<file path="src/rtl/qar_dmem_arbiter.sv">
// qar_dmem_arbiter: round-robin two-master arbiter for the shared data-memory port.
// Request fields are latched at grant; a watchdog terminates stalled transfers with an error.
module qar_dmem_arbiter #(
    parameter int unsigned ADDR_WIDTH     = 32,
    parameter int unsigned DATA_WIDTH     = 32,
    parameter int unsigned TIMEOUT_CYCLES = 255
) (
    input  logic                  clk,
    input  logic                  rst,
    input  logic                  m0_valid,
    input  logic                  m0_we,
    input  logic [ADDR_WIDTH-1:0] m0_addr,
    input  logic [DATA_WIDTH-1:0] m0_wdata,
    output logic                  m0_ready,
    output logic [DATA_WIDTH-1:0] m0_rdata,
    output logic                  m0_err,
    input  logic                  m1_valid,
    input  logic                  m1_we,
    input  logic [ADDR_WIDTH-1:0] m1_addr,
    input  logic [DATA_WIDTH-1:0] m1_wdata,
    output logic                  m1_ready,
    output logic [DATA_WIDTH-1:0] m1_rdata,
    output logic                  m1_err,
    output logic                  mem_valid,
    output logic                  mem_we,
    output logic [ADDR_WIDTH-1:0] mem_addr,
    output logic [DATA_WIDTH-1:0] mem_wdata,
    input  logic                  mem_ready,
    input  logic [DATA_WIDTH-1:0] mem_rdata,
    output logic                  grant,
    output logic                  busy
);

    localparam int unsigned          CNT_WIDTH = 16;
    localparam logic [CNT_WIDTH-1:0] CNT_LAST  = CNT_WIDTH'(TIMEOUT_CYCLES - 32'd1);
    localparam logic                 WDOG_EN   = (TIMEOUT_CYCLES != 32'd0);

    typedef enum logic {
        IDLE = 1'b0,
        BUSY = 1'b1
    } state_t;

    state_t                state, state_nxt;
    logic                  last_grant, last_grant_nxt;
    logic                  grant_nxt;
    logic                  mem_we_nxt;
    logic [ADDR_WIDTH-1:0] mem_addr_nxt;
    logic [DATA_WIDTH-1:0] mem_wdata_nxt;
    logic [CNT_WIDTH-1:0]  wdog_cnt, wdog_cnt_nxt;

    logic sel_c;
    logic timeout_c;
    logic done_c;
    logic owner0_c;
    logic owner1_c;

    // Winner of an IDLE arbitration: the sole requester, or the one not served last on a tie
    assign sel_c = (m0_valid && m1_valid) ? ~last_grant : m1_valid;

    // Watchdog fires in the TIMEOUT_CYCLES-th stalled BUSY cycle; a real completion wins
    assign timeout_c = WDOG_EN && (state == BUSY) && !mem_ready && (wdog_cnt == CNT_LAST);
    assign done_c    = (state == BUSY) && (mem_ready || timeout_c);

    // Memory-side request and status come straight from the state register
    assign busy      = (state == BUSY);
    assign mem_valid = (state == BUSY);

    // Completion routing to the owning master; reset suppresses any completion
    assign owner0_c = !rst && (state == BUSY) && !grant;
    assign owner1_c = !rst && (state == BUSY) &&  grant;

    assign m0_ready = owner0_c && (mem_ready || timeout_c);
    assign m0_err   = owner0_c && timeout_c;
    assign m0_rdata = (owner0_c && !timeout_c) ? mem_rdata : '0;

    assign m1_ready = owner1_c && (mem_ready || timeout_c);
    assign m1_err   = owner1_c && timeout_c;
    assign m1_rdata = (owner1_c && !timeout_c) ? mem_rdata : '0;

    // Next-state logic: grant and latch in IDLE, wait for completion or timeout in BUSY
    always_comb begin
        state_nxt      = state;
        grant_nxt      = grant;
        last_grant_nxt = last_grant;
        mem_we_nxt     = mem_we;
        mem_addr_nxt   = mem_addr;
        mem_wdata_nxt  = mem_wdata;
        wdog_cnt_nxt   = wdog_cnt;
        case (state)
            IDLE: begin
                if (m0_valid || m1_valid) begin
                    grant_nxt      = sel_c;
                    last_grant_nxt = sel_c;
                    mem_we_nxt     = sel_c ? m1_we    : m0_we;
                    mem_addr_nxt   = sel_c ? m1_addr  : m0_addr;
                    mem_wdata_nxt  = sel_c ? m1_wdata : m0_wdata;
                    wdog_cnt_nxt   = '0;
                    state_nxt      = BUSY;
                end
            end
            BUSY: begin
                if (done_c) begin
                    state_nxt = IDLE;
                end else begin
                    wdog_cnt_nxt = wdog_cnt + CNT_WIDTH'(1);
                end
            end
            default: state_nxt = IDLE;
        endcase
    end

    // State and latched request registers with synchronous reset
    always_ff @(posedge clk) begin
        if (rst) begin
            state      <= IDLE;
            grant      <= 1'b0;
            last_grant <= 1'b1;
            mem_we     <= 1'b0;
            mem_addr   <= '0;
            mem_wdata  <= '0;
            wdog_cnt   <= '0;
        end else begin
            state      <= state_nxt;
            grant      <= grant_nxt;
            last_grant <= last_grant_nxt;
            mem_we     <= mem_we_nxt;
            mem_addr   <= mem_addr_nxt;
            mem_wdata  <= mem_wdata_nxt;
            wdog_cnt   <= wdog_cnt_nxt;
        end
    end

endmodule

</file>
<file path="config.mk">
export PLATFORM = sky130hd
export DESIGN_NAME = qar_dmem_arbiter
export DESIGN_NICKNAME = d
export VERILOG_FILES = /design/src/rtl/qar_dmem_arbiter.sv
export SDC_FILE = /design/constraint.sdc
export NUM_CORES = 1
export LEC_CHECK = 0
export ABC_AREA = 1
export CELL_PAD_IN_SITES_DETAIL_PLACEMENT = 0
export CELL_PAD_IN_SITES_GLOBAL_PLACEMENT = 1
export CORE_ASPECT_RATIO = 1.5
export CORE_MARGIN = 4
export CORE_UTILIZATION = 25
export CTS_CLUSTER_DIAMETER = 80
export DETAILED_ROUTE_END_ITERATION = 16
export GPL_ROUTABILITY_DRIVEN = 0
export PLACE_DENSITY_LB_ADDON = 0.1
export SLEW_MARGIN = 15
export SYNTH_ARGS = -nofsm -noshare
export SYNTH_HDL_FRONTEND = slang
export SYNTH_SLANG_ARGS = --single-unit
</file>
<file path="constraint.sdc">
create_clock -name clk -period 2.6 [get_ports clk]
set_input_delay 0.52 -clock clk [delete_from_list [all_inputs] [get_ports clk]]
set_output_delay 0.52 -clock clk [all_outputs]
set_load 0.005 [all_outputs]
</file>
---- Word-level counts from Yosys, hierarchy flattened ----
Cells that the tools add are included.
word-level totals
  flip-flop bits (word level) ............. 84
  bits in latches ......................... 0
  RAM bits ................................ 0
  memory bits (read-only) ................. 0
  input port bits ......................... 167
  output and inout port bits .............. 136
  memories ................................ 0
cells by class
  $add $sub $neg .......................... 1
  multipliers ............................. 0
  divide/modulo/power cells ............... 0
  $lt $le $gt $ge ......................... 0
  equality and inequality tests ........... 3
  shift-type cells ........................ 0
  multiplexer cells ....................... 12
  bitwise gates (word level) .............. 2
  reductions and logical operators ........ 21
operators with widths
  kind                   number
  $mux 32                4
  $mux 16                2
  $pmux 16 s2            1
  $add 16x1->16 const B  1
  $eq 16x8->1 const B    1
  $logic_and 1x1->1      13
  $logic_not 1->1        4
  $mux 1                 4
  $ne 2x2->1 const B     2
  $reduce_and 2->1       2
  $logic_or 1x1->1       2
  $not 1->1              2
  $pmux 1 s2             1

---- Longest topological paths before layout ----
Gate-level depths: netlist of run 1.
  depth in word-level cells ............... 7
  gate-level depth with buffers ........... 11
  mapped depth without buffers ............ 10

---- Least setup slack after synthesis of run 1 ----
OpenSTA, ideal clock, no wires.
  path kind ............................... input to output
  start ................................... input port mem_ready
  end ..................................... output port m0_rdata[10]
  arrival time ............................ 1.334 ns
  data required time ...................... 2.080 ns
  slack ................................... 0.746 ns
  stages .................................. 7
  path buffers ............................ 1
  cells stage by stage .................... inv_1 > nand2_1 > nor2_1 > nand3_2 > nand2_1 > buf_4 > nor2_1
between the ends
  word-level cells in the longest chain between the ends .. 6
RTL lines
  element                          RTL line  RTL
  start: declaration               28        input logic mem_ready,
  $logic_not 1->1                  61        assign timeout_c = WDOG_EN && (state == BUSY) && !mem_ready && (wdog_cnt == CNT_LAST);
  $logic_and 1x1->1 (2 in series)  61
  $logic_not 1->1                  74        assign m0_rdata = (owner0_c && !timeout_c) ? mem_rdata : '0;
  $logic_and 1x1->1                74
  $mux 32                          74
  end: declaration                 15        output logic [DATA_WIDTH-1:0] m0_rdata,
Every way passes these cells.

---- Worst setup path after layout of run 1 ----
  start ................................... input port mem_ready
  end ..................................... output port m1_rdata[0]
between the ends
  word-level cells in the longest chain between the ends .. 6
RTL lines
  element                          RTL line  RTL
  $logic_not 1->1                  61
  $logic_and 1x1->1 (2 in series)  61
  $logic_not 1->1                  78        assign m1_rdata = (owner1_c && !timeout_c) ? mem_rdata : '0;
  $logic_and 1x1->1                78
  $mux 32                          78
  end: declaration                 22        output logic [DATA_WIDTH-1:0] m1_rdata,
Every way passes these cells.

==> results of run 1 <==
==> what timing repair did <==
| action | in CTS | in global routing |
|---|---|---|
| gates cloned | 1 | 1 |
| pin swaps | 1 | 3 |
| gates resized for setup | 77 | 13 |
| setup endpoints to repair | 68 | 64 |
| setup buffers | 1 | 1 |
==> per-layer routing <==
| metal | up-vias | global-route usage, % | routed length, um |
|---|---|---|---|
| li1 | 2762 | - | - |
| met1 | 2336 | 20.2 | 6950 |
| met2 | 188 | 34.5 | 10400 |
| met3 | 24 | 5.87 | 1650 |
| met4 | 2 | 5.86 | 389 |
| met5 | - | 0 | 20 |
==> worst register-to-register path, cell delays in order, from the launching register on <==
cell and delay, ns:
sky130_fd_sc_hd__dfxtp_1 0.31, sky130_fd_sc_hd__buf_4 0.15, sky130_fd_sc_hd__nor2_1 0.10, sky130_fd_sc_hd__nand2_1 0.06
sky130_fd_sc_hd__nor2_1 0.15, sky130_fd_sc_hd__nand2_1 0.12, sky130_fd_sc_hd__nand3_4 0.15, sky130_fd_sc_hd__nand2_2 0.32
sky130_fd_sc_hd__nand2_1 0.20, sky130_fd_sc_hd__o21ai_1 0.07
==> worst paths after layout <==
path	start	end	slack (ns)
hold / removal	mem_wdata[20]	mem_wdata[20]	0.46
setup reg to reg	wdog_cnt[10]	wdog_cnt[15]	0.86
setup / recovery	mem_ready	m1_rdata[0]	0.11
hold reg to reg	mem_wdata[20]	mem_wdata[20]	0.46
==> layout make-up <==
class | count | area (sq um) | share of cell area (%)
clock buffers | 13 | 260 | 3.20
repair buffers | 334 | 3310 | 40.6
multi-input cells | 499 | 2350 | 28.9
flip-flops and latches | 84 | 1680 | 20.6
well taps | 213 | 267 | 3.27
clock inverters | 3 | 45.0 | 0.553
inverters | 62 | 233 | 2.86
==> state kept, by name (all words and copies together), names as in the netlist <==
| name | cells |
|---|---|
| mem_we | 1 |
| mem_addr | 32 |
| last_grant | 1 |
| wdog_cnt | 16 |
| mem_wdata | 32 |
| grant | 1 |
| busy | 1 |
==> synthesized netlist by cell type <==
library cell,number
sky130_fd_sc_hd__buf_2,12
sky130_fd_sc_hd__nand3_1,26
sky130_fd_sc_hd__nor2_1,238
sky130_fd_sc_hd__nor2_4,2
sky130_fd_sc_hd__buf_6,1
sky130_fd_sc_hd__xor2_1,1
sky130_fd_sc_hd__inv_2,3
sky130_fd_sc_hd__nor2_2,2
sky130_fd_sc_hd__o21ai_1,1
sky130_fd_sc_hd__ha_1,2
sky130_fd_sc_hd__clkinv_1,1
sky130_fd_sc_hd__inv_1,58
sky130_fd_sc_hd__a21oi_2,1
sky130_fd_sc_hd__a21oi_1,11
sky130_fd_sc_hd__nand4_1,6
sky130_fd_sc_hd__dfxtp_1,84
sky130_fd_sc_hd__xnor2_1,2
sky130_fd_sc_hd__nand3_4,1
sky130_fd_sc_hd__and2_1,1
sky130_fd_sc_hd__o31ai_1,65
sky130_fd_sc_hd__clkbuf_1,16
sky130_fd_sc_hd__nand2_2,3
sky130_fd_sc_hd__buf_4,11
sky130_fd_sc_hd__nand3_2,1
sky130_fd_sc_hd__nor3_1,1
sky130_fd_sc_hd__o21ai_0,3
sky130_fd_sc_hd__nand2_1,132
==> cell families (layout without fill, tap and decap cells) <==
kind of cell / count (synthesis) / in the layout
flip-flops: 84 / 84
buffers and inverters: 102 / 412
AND/OR/NAND/NOR: 413 / 413
adder cells (fa/ha/maj): 2 / 2
AO/OA/AOI/OAI: 81 / 81
XOR/XNOR: 3 / 3
==> per-stage QoR <==
stage | instance area [sq um] | utilization [%] | setup slack, ns | hold slack [ns] | instances
3_5_place_dp | 7760 | 44.7 | -0.162 | 0.441 | 1188
3_3_place_gp | 7760 | 44.7 | -0.134 | 0.437 | 1188
4_1_cts | 8050 | 46.4 | -0.0768 | 0.458 | 1206
5_1_grt | 8140 | 46.9 | -0.00499 | 0.477 | 1208
6_report | 8140 | 46.9 | 0.112 | 0.455 | 1208
2_1_floorplan | 4400 | - | 0.746 | 0.429 | 685
==> power breakdown <==
part	switching (mW)	internal, mW
Sequential	0.0591	1.40
Clock	0.522	0.798
Combinational	0.407	0.554
==> out/qor.log, run 1 <==
[sta] final hold viol count 0
[layout] number of inserted filler cells in the final layout 1861
[global_route] GRT Total Usage 18.8%
[floorplanning] height of the die 170 um
[layout] area overhead of the layout relative to synthesis 85.1%
[synth] dominant combinational cell family by area after synthesis simple AND/OR/NAND/NOR gates
[power] power per unit of standard cell area 459 nW/um^2
[clocking] Inserted Clock Buffers 9
[drt] vias per inst 4.40
[drt] Post-Route WL 19400 um
[layout] layout cells sized above 1 7.34%
[sta] clk_skew 0.00940 ns
[clocking] clock sink count 84
[worst_setup_path] Worst EP required 2.08 ns
[synth] Mean Syn Cell Area 6.42 sq um
[floorplanning] Initial Utilization 25.4%
[worst_setup_path] Critical Path Sink Type output pin
[worst_setup_path] arrival time of the worst setup path 1.97 ns
[global_route] leftover overflow at the end of global routing 0
[power] leakage dissipation 3.64 nW
[synth] number of nets in the synthesized netlist 854
[sta] Final Max Tran Viols 0
[worst_setup_path] count of buffering cells on the critical path with inverters included 5
[synth] Simple-Gate Fraction of Synth Area 37.5%
[drt] length of the first detailed-routing pass in iterations 4
[worst_setup_path] category of the critical setup timing path input pin to output pin
[drt] first-iteration detailed-routing DRC count 146
[global_route] first-pass GRT wire length 28800 um
[worst_setup_path] cell-by-cell listing of the critical path clkdlybuf4s50_1 > inv_2 > nand2_2 > nor2_4 > nand3_4 > nand2_4 > buf_12 > clkbuf_16 > nor2_1 > dlygate4sd2_1
[clocking] clock input transition at the sequential cells of the worst setup and hold paths 0.06 ns
[synth] compound-cell area share of the yosys netlist 13.0%
[sta] worst slew margin relative to its limit 68.5%
[worst_setup_path] kind of cell adding the most delay to the critical path buffers and inverters
[sta] Slew @ Worst Pin 0.471 ns
[sta] Highest Clock Rate 402 MHz
[synth] register area share after synthesis 38.2%
[drt] DRC 0
[min_path] Hold/Removal Path Class register to register
[synth] Mapped Cells 685
[worst_setup_path] crit path max-delay cell type sky130_fd_sc_hd__clkdlybuf4s50_1
[floorplanning] Chip Width 116 um
[worst_setup_path] number of gates on the worst path with buffers counted 10
[layout] commonest cells after routing, fill and taps aside sky130_fd_sc_hd__clkdlybuf4s50_1, sky130_fd_sc_hd__nor2_1, sky130_fd_sc_hd__nand2_1, sky130_fd_sc_hd__dfxtp_1, sky130_fd_sc_hd__o31ai_1
[synth] area share of the leading cell type in the synthesized netlist 38.2%
[floorplanning] Core Area 17300 sq um
[placement] DP HPWL 14800 um
[power] maximum resistive drop on vdd 0.258 mV
[drt] count of nets left with antenna violations after detail routing 0
[worst_setup_path] slowest stage delay, CP 0.48 ns
[worst_setup_path] top fanout value on the critical path 7
[clocking] later-pin clock latency in the skew report 0.33 ns
[clocking] CTS Hold Bufs 0
[sta] Final TNS setup 0 ns
[synth] synth unique cells 27
[sta] fraction of the cycle the final worst path needs 95.7%
[floorplanning] die area 19800 sq um
[layout] final net count 1159
[synth] post-synthesis instance area 4400 sq um
[floorplanning] Top Ports 303
[flow_run] maximum capacitance violations 0
[synth] number of synthesized register bits 84
[floorplanning] Placement Rows 59
[global_route] number of global-route vias before repair 5230
[layout] number of antenna diodes 0
[drt] final routed wire length divided by cell count 16.1 um
[placement] PortBufs 302
[layout] most common library cell in the layout ignoring fill and taps sky130_fd_sc_hd__clkdlybuf4s50_1
[synth] mux cell area share after synthesis 0%
[synth] fraction of synthesized cell area in xor and xnor cells 0.597%
[global_route] maximum number of pins on one net before global-route repair 67
[outcome] run status complete, no violations
[synth] adder and majority cell fraction of the synthesized area 0.569%
[global_route] initial antenna violation count 1
[worst_setup_path] number of cells on the worst reg-to-reg path 9
[synth] main area contributors after synthesis sky130_fd_sc_hd__dfxtp_1, sky130_fd_sc_hd__nor2_1, sky130_fd_sc_hd__nand2_1
[clocking] maximum number of buffers from clock root to sink 2
[power] post-layout total power 3.74 mW
[sta] clock period minus final worst setup slack 2.49 ns
[clocking] CTS tree built
[min_path] cell depth of the worst min-delay path 2
[sta] Setup Viol. Count Final 0
[clocking] clock root buffer master sky130_fd_sc_hd__clkbuf_16
[worst_setup_path] type of origin of the critical path input pin
[synth] library cell with the largest summed area after synthesis sky130_fd_sc_hd__dfxtp_1
[synth] Yosys warnings 0
[clocking] number of H-tree levels 3
[drt] Vias 5312
Note: power is estimated with default switching activity, not from simulation.
==> inputs of run 2 (changes only) <==
==> constraint.sdc (replaced) <==
create_clock -name clk -period 3 [get_ports clk]
set_input_delay 0.6 -clock clk [delete_from_list [all_inputs] [get_ports clk]]
set_output_delay 0.6 -clock clk [all_outputs]
set_load 0.005 [all_outputs]
==> run 2 against run 1 <==
Effect of this change: combinational power down 13%; clock skew down 0.0040 ns; setup slack worse by 0.019 ns; final area down 0.15%; critical path depth down 2; clock power about the same.
==> out/qor.log, run 2 (synthesis results as in run 1) <==
[drt] Post-Route WL 19300 um [-0.67%]
[worst_setup_path] endpoint of the lowest-slack register-to-register path wdog_cnt[15]
[global_route] GRT Total Usage 18.4% [-0.43 points]
[drt] vias per inst 4.44 [+0.98%]
[layout] number of inserted filler cells in the final layout 1776 [-4.6%]
[flow_run] maximum capacitance violations 0 [unchanged]
[layout] layout cells sized above 1 6.22% [-1.1 points]
[clocking] CTS tree built
[worst_setup_path] top fanout value on the critical path 5 [-2]
[drt] first-iteration detailed-routing DRC count 128 [-12%]
[clocking] clock root buffer master sky130_fd_sc_hd__clkbuf_16
[clocking] clock sink count 84 [unchanged]
[placement] number of cells in the design after placement 1176 [-1.0%]
[sta] Setup Viol. Count Final 0 [unchanged]
[min_path] cell depth of the worst min-delay path 1 [-1]
[clocking] maximum number of buffers from clock root to sink 2 [unchanged]
[drt] final routed wire length divided by cell count 16.2 um [+0.49%]
[sta] clock period minus final worst setup slack 2.91 ns
[worst_setup_path] crit path max-delay cell type sky130_fd_sc_hd__clkdlybuf4s50_1
[global_route] number of global-route vias before repair 5249 [+0.36%]
[worst_setup_path] number of cells on the worst reg-to-reg path 9 [unchanged]
[sta] RSZ-0062 raised after global routing false
[layout] largest registers mem_addr: 32 flops, mem_wdata: 32 flops, wdog_cnt: 16 flops
[sta] Slew @ Worst Pin 0.437 ns [-0.0345 ns]
[placement] DP HPWL 14600 um [-1.3%]
[clocking] clock input transition at the sequential cells of the worst setup and hold paths 0.06 ns [about the same]
[floorplanning] height of the die 170 um [unchanged]
[floorplanning] die area 19800 sq um [unchanged]
[layout] commonest cells after routing, fill and taps aside sky130_fd_sc_hd__clkdlybuf4s50_1, sky130_fd_sc_hd__nor2_1, sky130_fd_sc_hd__nand2_1, sky130_fd_sc_hd__dfxtp_1, sky130_fd_sc_hd__o31ai_1
[placement] PortBufs 302 [unchanged]
[layout] most common library cell in the layout ignoring fill and taps sky130_fd_sc_hd__clkdlybuf4s50_1
[layout] final net count 1146 [-1.1%]
[power] leakage dissipation 3.31 nW [-9.3%]
[worst_setup_path] category of the critical setup timing path input pin to output pin
[global_route] maximum number of pins on one net before global-route repair 63 [-6.0%]
[worst_setup_path] cell-by-cell listing of the critical path clkdlybuf4s50_1 > inv_1 > nand2_1 > nor2_2 > nand3_4 > buf_4 > a21oi_1 > clkdlybuf4s50_1
[worst_setup_path] count of buffering cells on the critical path with inverters included 4 [-1]
[outcome] run status complete, no violations
[min_path] Hold/Removal Path Class register to register
[global_route] leftover overflow at the end of global routing 0 [unchanged]
[clocking] later-pin clock latency in the skew report 0.33 ns [about the same]
[layout] number of antenna diodes 0 [unchanged]
[worst_setup_path] critical register-to-register path startpoint wdog_cnt[0]
[floorplanning] Core Area 17300 sq um [unchanged]
[sta] final hold viol count 0 [unchanged]
[drt] length of the first detailed-routing pass in iterations 4 [unchanged]
[clocking] number of H-tree levels 3 [unchanged]
[min_path] Worst Min Path Start wdog_cnt[0]
[layout] share of the core filled with cells 46.9% [-0.072 points]
[sta] Highest Clock Rate 344 MHz
[power] maximum resistive drop on vdd 0.285 mV [+10%]
[min_path] Hold Path Sink wdog_cnt[0]
[drt] DRC 0 [unchanged]
[worst_setup_path] Worst EP required 2.40 ns [+0.32 ns]
[worst_setup_path] slowest stage delay, CP 0.53 ns [+0.05 ns]
[worst_setup_path] Critical Path Sink Type output pin
[power] power per unit of standard cell area 418 nW/um^2 [-9.1%]
[clocking] Inserted Clock Buffers 9 [unchanged]
[worst_setup_path] FF-to-FF setup slack 1.23 ns [+0.37 ns]
[worst_setup_path] cell mode on critical path sky130_fd_sc_hd__clkdlybuf4s50_1
[global_route] first-pass GRT wire length 28300 um [-1.7%]
[floorplanning] Placement Rows 59 [unchanged]
[drt] count of nets left with antenna violations after detail routing 0 [unchanged]
[worst_setup_path] arrival time of the worst setup path 2.31 ns [+0.34 ns]
[sta] worst slew margin relative to its limit 70.8% [+2.3 points]
[worst_setup_path] kind of cell adding the most delay to the critical path buffers and inverters
[layout] area overhead of the layout relative to synthesis 84.8%
[layout] Non-Filler Instances 1194 [-1.2%]
[floorplanning] Initial Utilization 25.4% [unchanged]
[floorplanning] Top Ports 303 [unchanged]
[sta] Final Max Tran Viols 0 [unchanged]
[clocking] CTS Hold Bufs 0 [unchanged]
[global_route] initial antenna violation count 1 [unchanged]
[floorplanning] Chip Width 116 um [unchanged]
[sta] clk_skew 0.00536 ns [-0.00404 ns]
[drt] Vias 5302 [-0.19%]
[sta] fraction of the cycle the final worst path needs 96.9%
[sta] Final TNS setup 0 ns [unchanged]
[worst_setup_path] type of origin of the critical path input pin
==> run 2: changes by cell type in the layout (fill, tap and decap cells not counted), sizes merged <==
cell           delta
clkinvlp          -2
clkdlybuf4s15     -3
buf              -14
dlygate4sd2      -63
clkinv            +2
clkdlybuf4s50    +66
bufinv            +2
clkbuf            -2
==> run 2: final cells by class <==
type	instances	area [sq um]	share of cell area (%)
timing repair buffer	321	3280	40.3
multi-input combinational	499	2330	28.6
sequential	84	1680	20.7
tap	213	267	3.28
clock buffer	10	239	2.94
inverter	62	233	2.86
clock inverter	5	100	1.23
==> run 2: how the worst max path moves through the flow <==
stage                      startpoint           end  cells after the start
after floorplan             mem_ready  m0_rdata[10]                      7
after global placement      mem_ready  m0_rdata[13]                      9
after detailed placement    mem_ready  m0_rdata[13]                      9
after CTS                 wdog_cnt[0]  m0_rdata[13]                      9
after global routing        mem_ready      m1_ready                      8
final                       mem_ready      m1_ready                      8
==> run 2: routing by layer <==
layer,track usage (%),up-vias,part of all wire [%]
met3,5.63,23,8.0
met2,34.0,196,54
met4,6.01,2,2.5
met5,0,-,0.067
li1,-,2743,-
met1,19.4,2338,36
==> run 2: what timing repair did <==
action,in CTS,in global routing
setup endpoints to repair,0,62
resized for setup,0,16
buffers inserted,0,1
==> run 2: power by group <==
part           switching (mW)  internal, mW
registers              0.0575          1.21
clock network           0.460         0.830
logic                   0.344         0.491
==> run 2: per-stage QoR <==
stage	area, sq um	worst slack (ns)	power, mW	hold slack, ns
after floorplan	4400	0.986	1.58	0.429
after global placement	7680	0.0926	2.13	0.437
after detailed placement	7680	0.0836	2.13	0.442
after CTS	8020	0.0152	3.43	0.457
after global routing	8130	0.00384	3.56	0.461
final	8130	0.0931	3.40	0.438
==> variant (config.mk and constraints of run 2) <==
The localparam `CNT_WIDTH` goes from 16 to 12.
--- a/src/rtl/qar_dmem_arbiter.sv
+++ b/src/rtl/qar_dmem_arbiter.sv
@@ -31,7 +31,7 @@
     output logic                  busy
 );
 
-    localparam int unsigned          CNT_WIDTH = 16;
+    localparam int unsigned          CNT_WIDTH = 12;
     localparam logic [CNT_WIDTH-1:0] CNT_LAST  = CNT_WIDTH'(TIMEOUT_CYCLES - 32'd1);
     localparam logic                 WDOG_EN   = (TIMEOUT_CYCLES != 32'd0);
 
Formal check against the unedited RTL: no difference found for any inputs over 4 cycles, from zero or initial values and one cycle with rst high; that may be too few to reach the edited logic, so the function may still have changed.
==> variant against run 2 <==
  * Wire length decreased by 8.6%
  * Synthesized area is 7.9% lower
  * Power fell by 3.9%
  * Core utilization up 1.7 points
  * Design area down 5.8%
  * Critical path type is now flop to output port
  * Setup slack improved by 0.054 ns
  * Combinational power shrank 5.9%
  * Largest cell class unchanged
  * Sequential cell count fell by 4
==> variant: results (changes against run 2) <==
Status: finished clean (unchanged)
Hold path start: mem_addr[17] (was wdog_cnt[0])
Worst-skew pair later-pin latency: 0.33 ns (about the same)
IO Port Bufs: 302 (unchanged)
Global-route wire length before repair: 26200 um (was 28300 um)
Hold WS: 0.454 ns (was 0.438 ns)
Worst Hold End: mem_addr[17] (was wdog_cnt[0])
Vias: 4989 (was 5302)
Layout cells sized above 1: 5.56% (was 6.22%)
Max Root-Sink Buffers: 2 (unchanged)
Largest regs: mem_addr: 32 flops, mem_wdata: 32 flops, wdog_cnt: 12 flops (was mem_addr: 32 flops, mem_wdata: 32 flops, wdog_cnt: 16 flops)
Leakage: 3.06 nW (was 3.31 nW)
Max_slew headroom: 58.1% (was 70.8%)
Slowest stage cell, crit path: clkdlybuf4s50_1 (unchanged)
VDD IR max: 281 uV (was 285 uV)
Pin count of the biggest net entering global routing: 66 (was 63)
Initial drt markers: 199 (was 128)
Drt first pass iters: 4 (unchanged)
Hold Crit Class: flop to flop (unchanged)
Finished Layout Cells: 1122 (was 1194)
Reg2reg start: busy (was wdog_cnt[0])
GRT Util Overall: 18.0% (was 18.4%)
Vias in the first global route: 4851 (was 5249)
Synth Net Count: 793 (was 854)
Total Wirelength: 17600 um (was 19300 um)
CP Max Fanout: 32 (was 5)
Synth top area cells: dfxtp_1 (40%), nor2_1 (14%), o21ai_0 (12%) (was dfxtp_1 (38%), nor2_1 (20%), nand2_1 (11%))
Hold path depth: 2 (was 1)
Synth top cells by count: nor2_1 (154), nand2_1 (117), o21ai_0 (100) (was nor2_1 (238), nand2_1 (132), dfxtp_1 (84))
Clock buffer count from CTS: 9 (unchanged)
Worst Path Arrival: 2.25 ns (was 2.31 ns)
Worst r2r path cells: 7 (was 9)
Seq/Total Area, Yosys: 39.5% (was 38.2%)
# fillers: 1625 (was 1776)
Max stage delay on crit path: 0.48 ns (was 0.53 ns)
Syn_area_per_cell: 6.49 um2 (was 6.42 um2)
FF-to-FF setup slack: 1.36 ns (was 1.23 ns)
Reg-to-Reg End: mem_wdata[4] (was wdog_cnt[15])
Worst clock skew: 0.0111 ns (was 0.00536 ns)
Post-detail-place hpwl: 13400 um (was 14600 um)
variant: layout make-up:
| class | count | area (um2) | area share (%) |
|---|---|---|---|
| timing repair buffer | 316 | 3250 | 42.4 |
| multi-input combinational | 450 | 2010 | 26.2 |
| sequential | 80 | 1600 | 20.9 |
| tap | 203 | 254 | 3.31 |
| clock buffer | 11 | 233 | 3.04 |
| inverter | 56 | 210 | 2.74 |
| clock inverter | 5 | 104 | 1.36 |
| antenna | 1 | 2.50 | 0.0327 |
variant: repair_timing:
action,in CTS,in global routing
endpoints found under the setup margin,0,64
buffers inserted,0,1
resized for setup,0,9
variant: how the worst max path moves through the flow:
stage / startpoint / endpoint / slack (ns) / cells past startpoint
2_1_floorplan: rst / m1_rdata[10] / 1.01 / 7
5_1_grt: wdog_cnt[0] / m1_rdata[31] / -0.0008 / 9
3_3_place_gp: rst / m0_rdata[0] / -0.009 / 8
3_5_place_dp: rst / m0_rdata[0] / 0.01 / 8
6_report: wdog_cnt[0] / m0_rdata[3] / 0.15 / 9
4_1_cts: mem_ready / m0_rdata[0] / 0.01 / 9
variant: power breakdown:
| part | switching, W | internal (W) | leakage (nW) | total [W] |
|---|---|---|---|---|
| Combinational | 0.000314 | 0.000471 | 2.23 | 0.000785 |
| Clock | 0.000446 | 0.000816 | 0.164 | 0.00126 |
| Sequential | 0.0000559 | 0.00116 | 0.660 | 0.00122 |
variant: cell families after synthesis:
logic type / share of synthesized area [%]
AO/OA/AOI/OAI: 18.2
adder cells (fa/ha/maj): 0.618
buffers and inverters: 11.4
flip-flops: 39.5
AND/OR/NAND/NOR: 30.3
variant: routing by layer:
| layer | part of all wire, % | global-route usage (%) | vias up |
|---|---|---|---|
| met5 | 0 | 0 | - |
| met1 | 37 | 18.9 | 2226 |
| met3 | 8.4 | 5.53 | 18 |
| met4 | 1.9 | 6.07 | 0 |
| met2 | 53 | 33.8 | 198 |
| li1 | - | - | 2547 |
variant: through the flow:
stage	cell area, um2	worst slack, ns
2_1_floorplan	4050	1.01
3_3_place_gp	7240	-0.00940
3_5_place_dp	7240	0.0127
4_1_cts	7580	0.0100
5_1_grt	7660	-0.000802
6_report	7660	0.147
variant: critical path: cells and delay by family, from the launching register on:
kind	cells	cell delay [ns]
flops	1	0.35
fa+ha+maj	1	0.19
simple gates	5	0.63
buf+inv	3	0.76
